===== src/rtl/branch_predictor_decode.sv =====
// branch_predictor_decode: decode-stage BHT predictor for B-type/JAL; optional BP_STATS_EN adds resolved/mispredict counters
module branch_predictor_decode #(
  parameter int INDEX_BITS = 6,
  parameter logic [1:0] COUNTER_RESET = 2'b01
) (
  input  logic        clock,
  input  logic        async_reset,
  input  logic        enable_D,
  input  logic [31:0] instruction_D,
  input  logic [31:0] PC_D,
  input  logic        update_E,
  input  logic [31:0] PC_E,
  input  logic        branch_taken_E,
  input  logic        prediction_E,
  output logic        branch_prediction_D,
  output logic [31:0] predicted_PC_D
`ifdef BP_STATS_EN
  ,
  output logic [31:0] branch_count,
  output logic [31:0] mispredict_count
`endif
);
  localparam int DEPTH = 2 ** INDEX_BITS;
  logic [DEPTH-1:0][1:0] bht;
  logic [1:0] rd_ctr, cur_ctr, nxt_ctr;
  logic is_b, is_j;
  logic [31:0] imm_b, imm_j;
  logic unused;
  assign unused = ^{PC_E[31:INDEX_BITS+2], PC_E[1:0]
`ifndef BP_STATS_EN
    , prediction_E
`endif
  };
  // Decode, immediate extraction and zero-latency prediction from current table state
  always_comb begin
    is_b = instruction_D[6:0] == 7'b1100011;
    is_j = instruction_D[6:0] == 7'b1101111;
    imm_b = {{20{instruction_D[31]}}, instruction_D[7], instruction_D[30:25], instruction_D[11:8], 1'b0};
    imm_j = {{12{instruction_D[31]}}, instruction_D[19:12], instruction_D[20], instruction_D[30:21], 1'b0};
    rd_ctr = bht[PC_D[INDEX_BITS+1:2]];
    branch_prediction_D = enable_D & (is_j | (is_b & rd_ctr[1]));
    predicted_PC_D = branch_prediction_D ? PC_D + (is_j ? imm_j : imm_b) : 32'd0;
  end
  // Saturating step of the counter addressed by the resolving branch
  always_comb begin
    cur_ctr = bht[PC_E[INDEX_BITS+1:2]];
    nxt_ctr = branch_taken_E ? (cur_ctr == 2'b11 ? cur_ctr : cur_ctr + 2'd1)
                             : (cur_ctr == 2'b00 ? cur_ctr : cur_ctr - 2'd1);
  end
  // Table held in flops so the whole table clears asynchronously
  always_ff @(posedge clock or posedge async_reset)
    if (async_reset) bht <= {DEPTH{COUNTER_RESET}};
    else if (update_E) bht[PC_E[INDEX_BITS+1:2]] <= nxt_ctr;
`ifdef BP_STATS_EN
  // Saturating counts of resolved branches and of mispredictions
  always_ff @(posedge clock or posedge async_reset)
    if (async_reset) begin
      branch_count <= '0;
      mispredict_count <= '0;
    end else if (update_E) begin
      branch_count <= branch_count == '1 ? branch_count : branch_count + 32'd1;
      mispredict_count <= (prediction_E != branch_taken_E && mispredict_count != '1) ? mispredict_count + 32'd1 : mispredict_count;
    end
`endif
endmodule

===== config.mk =====
export PLATFORM = sky130hd
export DESIGN_NAME = branch_predictor_decode
export DESIGN_NICKNAME = d
export VERILOG_FILES = /design/src/rtl/branch_predictor_decode.sv
export SDC_FILE = /design/constraint.sdc
export NUM_CORES = 1
export LEC_CHECK = 0
export ABC_AREA = 1
export CAP_MARGIN = 0
export CORE_ASPECT_RATIO = 1.75
export CORE_UTILIZATION = 25
export DETAILED_ROUTE_END_ITERATION = 8
export GPL_TIMING_DRIVEN = 0
export HOLD_SLACK_MARGIN = 0.02
export SLEW_MARGIN = 40
export SYNTH_ARGS = -nofsm -noshare
export SYNTH_HDL_FRONTEND = slang
export SYNTH_SLANG_ARGS = --single-unit

===== constraint.sdc =====
create_clock -name clock -period 3.94 [get_ports clock]
set_input_delay 0.591 -clock clock [delete_from_list [all_inputs] [get_ports clock]]
set_output_delay 0.591 -clock clock [all_outputs]
set_load 0.03 [all_outputs]

==> results of run 1 <==
[cells in the mapped netlist (all sizes together) (4+ instances only)]
cell    number
nand2      753
inv        149
nor2       148
nand3      141
dfrtp       64
dfstp       64
buf         50
a21oi       42
o21ai       41
ha          33
nor3        29
xnor2       16
o211ai      12
xor2        11
clkbuf       9
nand4        7
a21o         4
mux2         4
[cell usage in the layout, fill, tap and decap left out, drive strengths merged]
cell type / n
dfrtp: 64
clkbuf: 26
nand3b: 1
or2: 3
nor2: 148
a21boi: 3
a21oi: 42
nor4: 3
nand2: 753
bufinv: 4
xor2: 11
o21ai: 41
o21bai: 3
nand3: 141
dlygate4sd2: 7
xnor2: 16
fa: 1
dlymetal6s2s: 4
ha: 33
clkdlybuf4s15: 1
inv: 147
buf: 108
clkinv: 5
clkinvlp: 7
nor3: 29
nand4: 7
mux2: 4
dfstp: 64
a21o: 4
o21a: 3
o211ai: 12
diode: 1
clkdlybuf4s50: 61
[worst register-to-register path: cells and delay by family, from the launching register on]
family / cells / cell delay [ps]
DFF: 1 / 530
buffers and inverters: 1 / 340
and+or+nand+nor: 12 / 1270
[cell type report]
class                           instances  area share, %
Multi-Input combinational cell       1258          47.79
Sequential cell                       128          25.67
Timing Repair Buffer                  130          8.942
Tap cell                              485          4.745
Inverter                              149          4.510
Clock buffer                           18          3.434
Buffer                                 59          3.404
Clock inverter                         14          1.487
Antenna cell                            1        0.01957
[routing by layer]
metal / up-vias / track usage, % / part of all wire (%)
met5: - / 0 / 0
met3: 177 / 3.776 / 6.6
met2: 481 / 39.16 / 51
li1: 5274 / - / -
met4: 0 / 18.09 / 8.9
met1: 5046 / 20.85 / 34
[power by group through the flow]
stage | Clock, uW | Combinational [uW] | Sequential, uW
floorplan | 0 | 678 | 1600
global placement | 0 | 1050 | 1640
detailed placement | 0 | 1060 | 1640
CTS | 1730 | 1140 | 1620
global route | 1780 | 1310 | 1630
finish | 1710 | 1200 | 1620
[logic make-up (layout without fill, tap and decap cells)]
group / count (synthesis) / count (layout)
AOI/OAI and AO/OA: 108 / 108
xor gates and xnor gates: 27 / 27
adders and majority gates: 34 / 34
buffers and inverters: 208 / 370
DFF: 128 / 128
muxes: 4 / 4
other: 0 / 1
and+or+nand+nor: 1085 / 1085
[timing repair]
item / CTS / global route
setup endpoints to repair: 33 / 33
buffers inserted: 17 / 8
pin swaps: 13 / 19
gates resized for setup: 234 / 112
[worst min-delay path by stage]
stage	cells past startpoint	start	end
floorplan	2	bht[0]	bht[0]
global placement	2	bht[86]	bht[86]
detailed placement	2	bht[118]	bht[118]
CTS	2	bht[74]	bht[74]
global route	2	bht[80]	bht[80]
finish	2	bht[14]	bht[14]
[stage by stage]
step | instance area, um2 | setup slack [ps] | instances | util (%)
4_1_cts | 12550 | 4.468 | 2233 | 32.49
5_1_grt | 12790 | 6.180 | 2242 | 33.11
2_1_floorplan | 9848 | 42.27 | 1594 | -
6_report | 12790 | 121.7 | 2242 | 33.11
3_5_place_dp | 11530 | -1657 | 2184 | 29.85
3_3_place_gp | 11500 | -2012 | 2183 | 29.76
==> results.txt, run 1 <==
Post-route ant nets = 0
CP peak stage delay = 360 ps
Netlist cell types = 34
Period minus WS final = 3818 ps
Max FFs per register = 128
PwrDens = 354.3 nW/um2
GRT Util Overall = 21.37%
Clock Power Share = 37.7%
Seq. cell area = 3283 um2
Clk_lat worst skew = 450 ps
Mapped Area = 9848 um2
XOR/XNOR Fraction of Synth Area = 2.401%
DRT Pass-1 Iters = 8
Max-slew violation count = 0
GP Congestion = 0.9947
Power Total = 4531 uW
Buf/Inv on CP = 5
WP data required = 3350 ps
H-tree Lvls = 4
Post-synth top area share = 28.59%
Top post-synthesis cells by area = nand2_1 (29%), dfstp_2 (17%), dfrtp_1 (16%), nand3_1 (7.2%), inv_1 (5.6%)
Fin. Hold Viols = 0
Fill cells = 4198
Vias = 10.98k
Synth Area per Inst = 6.178 um2
Crit end category = primary output
I/O Buffers = 104
Crit-path max FO = 5
Crit Path Class = input port to primary output
Syn nets = 1730
Starting Density = 25.49%
WP depth = 16
Nets = 1879
Worst path slowest cell = mux2_2
Max VDD drop = 0.2319 mV
Synth async-reset ratio = 100.0%
Grt ovf = 0
Fraction of layout cells with a size suffix above 1 = 16.80%
Logic pwr share = 26.5%
WHS = 464.6 ps
FF+latch count, synth = 128
Final wirelength = 42.31 mm
Regs by FF count = bht x128
Pint = 3039 uW
Initial antenna violation count = 2
Clock skew = 9.708 ps
Final number of setup-violating endpoints = 0
Via density = 4.897
Synth Flop Type = dfstp_2
Seq pwr share = 35.8%
Actual slew at the worst max-slew pin = 854.8 ps
Largest net degree at the start of global routing = 73
Tcrit/Tclk final = 96.91%
Die height = 264.6 um
Yosys warns = 0
Total core area = 38630 um2
# hold bufs at CTS = 0
Crit Reg-Reg Endpoint = bht[77]
Largest family of logic cells by synthesized area = simple AND/OR/NAND/NOR gates
Critical Path Start Type = input port
Clock slew at reported path FFs = 50 ps
Post-Synth Adder-Cell Area = 4.396%
Area of the multi-input gates = 6112 um2
CP delay by family, top = buffers and inverters
Tightest Hold Check Type = register to register
Outcome = finished with violations
CTS tree = yes
CTS buffer count = 17
Clock Tree Root = clkbuf_16
Iter 0 DRT Violations = 931
Worst Setup EP = predicted_PC_D[11]
Leak = 0.006203 uW
Gate Count Post-Synth = 1594
Detail Placement HPWL = 32.41 mm
Failing checks = design-rule violations
Max clock buf depth = 2
Die ar. = 40220 um2
Proportion of synthesized area in mux cells = 0.4574%
WP data arrival = 3230 ps
Unrepaired setup endpoints after global routing = false
Post-Synth Simple-Gate Area = 44.04%
Total of max-cap violations = 0
Reg2Reg Depth = 13
Seq/Total Area, Yosys = 33.34%
Fmax = 0.2619 GHz
Cell Chain, Critical Path = dlygate4sd2_1, nand2_1, inv_1, nand4_1, buf_6, mux2_2, ha_1, a21oi_2, o21ai_4, nand2_1, nand2_2, a21o_1, buf_4, xnor2_1, nor2_1, buf_4
Area delta synth->final = 29.87%
Setup crit start = instruction_D[1]
TNS Setup = 0 ps
EDFF count, synth = 0
Die Span X = 152.0 um
# IOs = 135
Yosys top cell by area = nand2_1
First-pass GRT wire length = 64.04 mm
Max-Slew Margin vs Limit = 43.01%
Biggest register = bht
DR WL/cell = 18.87 um
Compound-Gate Fraction of Synth Area = 6.124%
Switching portion of total power = 32.93%
Psw = 1492 uW
Row count = 95
Reg2reg setup slack = 1740 ps
Vias in the first global route = 10.90k
Worst R2R Start = bht[30]
Clock sinks = 128
Drt drc = 49
(Power assumes the default switching activity.)
==> run 2, diff against run 1 <==
- CAP_MARGIN: 0 -> default
- REMOVE_ABC_BUFFERS: default -> 1
==> results.txt, run 2 (synthesized netlist as in run 1, its figures left out) <==
Logic pwr share = 26.2% (was 26.5%)
WP data arrival = 3280 ps (was 3230 ps)
DR WL/cell = 16.93 um (was 18.87 um)
CTS buffer count = 17 (unchanged)
Critical Path Start Type = input port (unchanged)
Hold Startpoint = bht[72] (was bht[14])
PwrDens = 342.4 nW/um2 (was 354.3 nW/um2)
Psw = 1400 uW (was 1492 uW)
Crit Reg-Reg Endpoint = bht[96] (was bht[77])
Clock slew at reported path FFs = 50 ps (about the same)
Seq pwr share = 37.9% (was 35.8%)
Clock Power Share = 35.9% (was 37.7%)
Crit Path Class = input port to primary output (unchanged)
Area delta synth->final = 25.99% (was 29.87%)
Via density = 4.795 (was 4.897)
Max-Slew Margin vs Limit = 47.69% (was 43.01%)
Worst Hold End = bht[72] (was bht[14])
Clock skew = 14.46 ps (was 9.708 ps)
Tightest Hold Check Type = register to register (unchanged)
Nets = 1820 (was 1879)
Vias = 10.46k (was 10.98k)
Crit end category = primary output (unchanged)
DRT Pass-1 Iters = 7 (was 8)
Fin. Hold Viols = 0 (unchanged)
GRT Util Overall = 18.68% (was 21.37%)
Regs by FF count = bht x128 (unchanged)
Most common cell after layout, fill and taps aside = nand2_1 (unchanged)
Fin util = 32.12% (was 33.11%)
First-pass GRT wire length = 57.77 mm (was 64.04 mm)
N_diodes = 0 (was 1)
Initial antenna violation count = 0 (was 2)
Placed insts = 2133 (was 2184)
Switching portion of total power = 32.95% (was 32.93%)
Clock Tree Root = clkbuf_16 (unchanged)
Iter 0 DRT Violations = 647 (was 931)
Worst path slowest cell = fa_2 (was mux2_2)
Cell Chain, Critical Path = dlygate4sd2_1, nor2_2, nand4_1, buf_6, buf_6, mux2_4, ha_4, inv_2, fa_2, o21ai_4, nand2_1, nand2_2, a21o_1, nand3_2, nand4_1, nand2_1, nor2_1, buf_4 (was dlygate4sd2_1, nand2_1, inv_1, nand4_1, buf_6, mux2_2, ha_1, a21oi_2, o21ai_4, nand2_1, nand2_2, a21o_1, buf_4, xnor2_1, nor2_1, buf_4)
Max clock buf depth = 2 (unchanged)
Unrepaired setup endpoints after global routing = true (was false)
GP Congestion = 0.9767 (was 0.9947)
Reg2Reg Depth = 12 (was 13)
Outcome = finished with violations (unchanged)
Hold Path Depth = 2 (unchanged)
Finished Layout Cells = 2182 (was 2242)
Crit-path max FO = 4 (was 5)
Failing checks = design-rule violations (unchanged)
Starting Density = 25.49% (unchanged)
Final wirelength = 36.95 mm (was 42.31 mm)
Die ar. = 40220 um2 (unchanged)
Largest net degree at the start of global routing = 73 (unchanged)
Fraction of layout cells with a size suffix above 1 = 12.91% (was 16.80%)
Fmax = 0.2583 GHz (was 0.2619 GHz)
Final number of setup-violating endpoints = 0 (unchanged)
Pint = 2849 uW (was 3039 uW)
CP peak stage delay = 360 ps (about the same)
Total core area = 38630 um2 (unchanged)
Buf/Inv on CP = 5 (unchanged)
H-tree Lvls = 4 (unchanged)
Post-route ant nets = 0 (unchanged)
Drt drc = 48 (was 49)
Total of max-cap violations = 0 (unchanged)
Setup crit start = instruction_D[4] (was instruction_D[1])
Reg2reg setup slack = 1080 ps (was 1740 ps)
Actual slew at the worst max-slew pin = 783.3 ps (was 854.8 ps)
Tcrit/Tclk final = 98.27% (was 96.91%)
CTS tree = yes (unchanged)
Detail Placement HPWL = 25.97 mm (was 32.41 mm)
Die Span X = 152.0 um (unchanged)
# IOs = 135 (unchanged)
Die height = 264.6 um (unchanged)
Clock sinks = 128 (unchanged)
Row count = 95 (unchanged)
Leak = 0.006039 uW (was 0.006203 uW)
CP delay by family, top = simple AND/OR/NAND/NOR gates (was buffers and inverters)
Biggest register = bht (unchanged)
Clk_lat worst skew = 450 ps (about the same)
Max-slew violation count = 0 (unchanged)
I/O Buffers = 107 (was 104)
Worst R2R Start = bht[93] (was bht[30])
Period minus WS final = 3872 ps (was 3818 ps)
Max VDD drop = 0.2314 mV (was 0.2319 mV)
WP data required = 3350 ps (about the same)
Most frequent cells in the layout = nand2_1 (737), inv_1 (140), nor2_1 (138) (was nand2_1 (733), inv_1 (142), nor2_1 (138))
Grt ovf = 0 (unchanged)
Vias in the first global route = 10.74k (was 10.90k)
Max FFs per register = 128 (unchanged)
run 2: cell types whose count changed in the layout (fill, tap and decap cells not counted), moves of 5 or more:
cell / delta
o21ai_0: +5
dlygate4sd2_1: +5
buf_2: -35
buf_4: -17
buf_6: -15
nand2_2: -5
run 2: timing repair:
action,in CTS,in global routing
pin swaps,25,10
hold buffers,0,0
buffers inserted,13,4
hold endpoints to repair,0,0
endpoints found under the setup margin,97,93
gates resized for setup,203,37
run 2: power groups by stage:
stage	logic, uW	clock network [uW]	registers, uW
after global placement	988	0	1630
after CTS	1100	1540	1610
after detailed placement	1020	0	1630
final	1110	1520	1610
after global routing	1230	1600	1630
after floorplan	610	0	1600
run 2: tightest hold or removal path: stages (launching register included):
cell and delay, ps:
dfstp_2 360, nand2_1 50, nand2_1 50
run 2: worst max path at each step:
stage | to | slack (ps) | depth (start not counted)
2_1_floorplan | predicted_PC_D[23] | -4 | 15
3_3_place_gp | bht[106] | -6010 | 12
3_5_place_dp | predicted_PC_D[30] | -1810 | 15
4_1_cts | predicted_PC_D[31] | 7 | 18
5_1_grt | predicted_PC_D[27] | -60 | 19
6_report | predicted_PC_D[27] | 70 | 18
run 2: per-layer routing:
metal	GRT usage, %	share of wire [%]	up-vias
met5	0	0	-
met4	15.03	7.8	0
met3	3.155	5.8	132
met2	33.36	50	381
li1	-	-	5151
met1	19.31	36	4798
run 2: cell type report:
type / count / area (um2)
well taps: 485 / 606.8
clock inverters: 7 / 60.06
multi-input cells: 1258 / 6061
flip-flops and latches: 128 / 3283
repair buffers: 130 / 1309
fillers: 4193 / 26220
clock buffers: 25 / 495.5
inverters: 149 / 593.1
run 2: per-stage QoR:
stage / setup WS (ps) / power, uW / TNS [ps] / cell area [um2] / hold WS [ps]
after floorplan: -4.016 / 2212 / -4.016 / 9497 / 446.5
after global placement: -6009 / 2614 / -994490 / 11170 / 454.3
after detailed placement: -1813 / 2648 / -97680 / 11340 / 458.0
after CTS: 7.053 / 4243 / 0 / 12290 / 466.6
after global routing: -61.70 / 4450 / -294.8 / 12410 / 478.4
final: 68.08 / 4249 / 0 / 12410 / 465.7
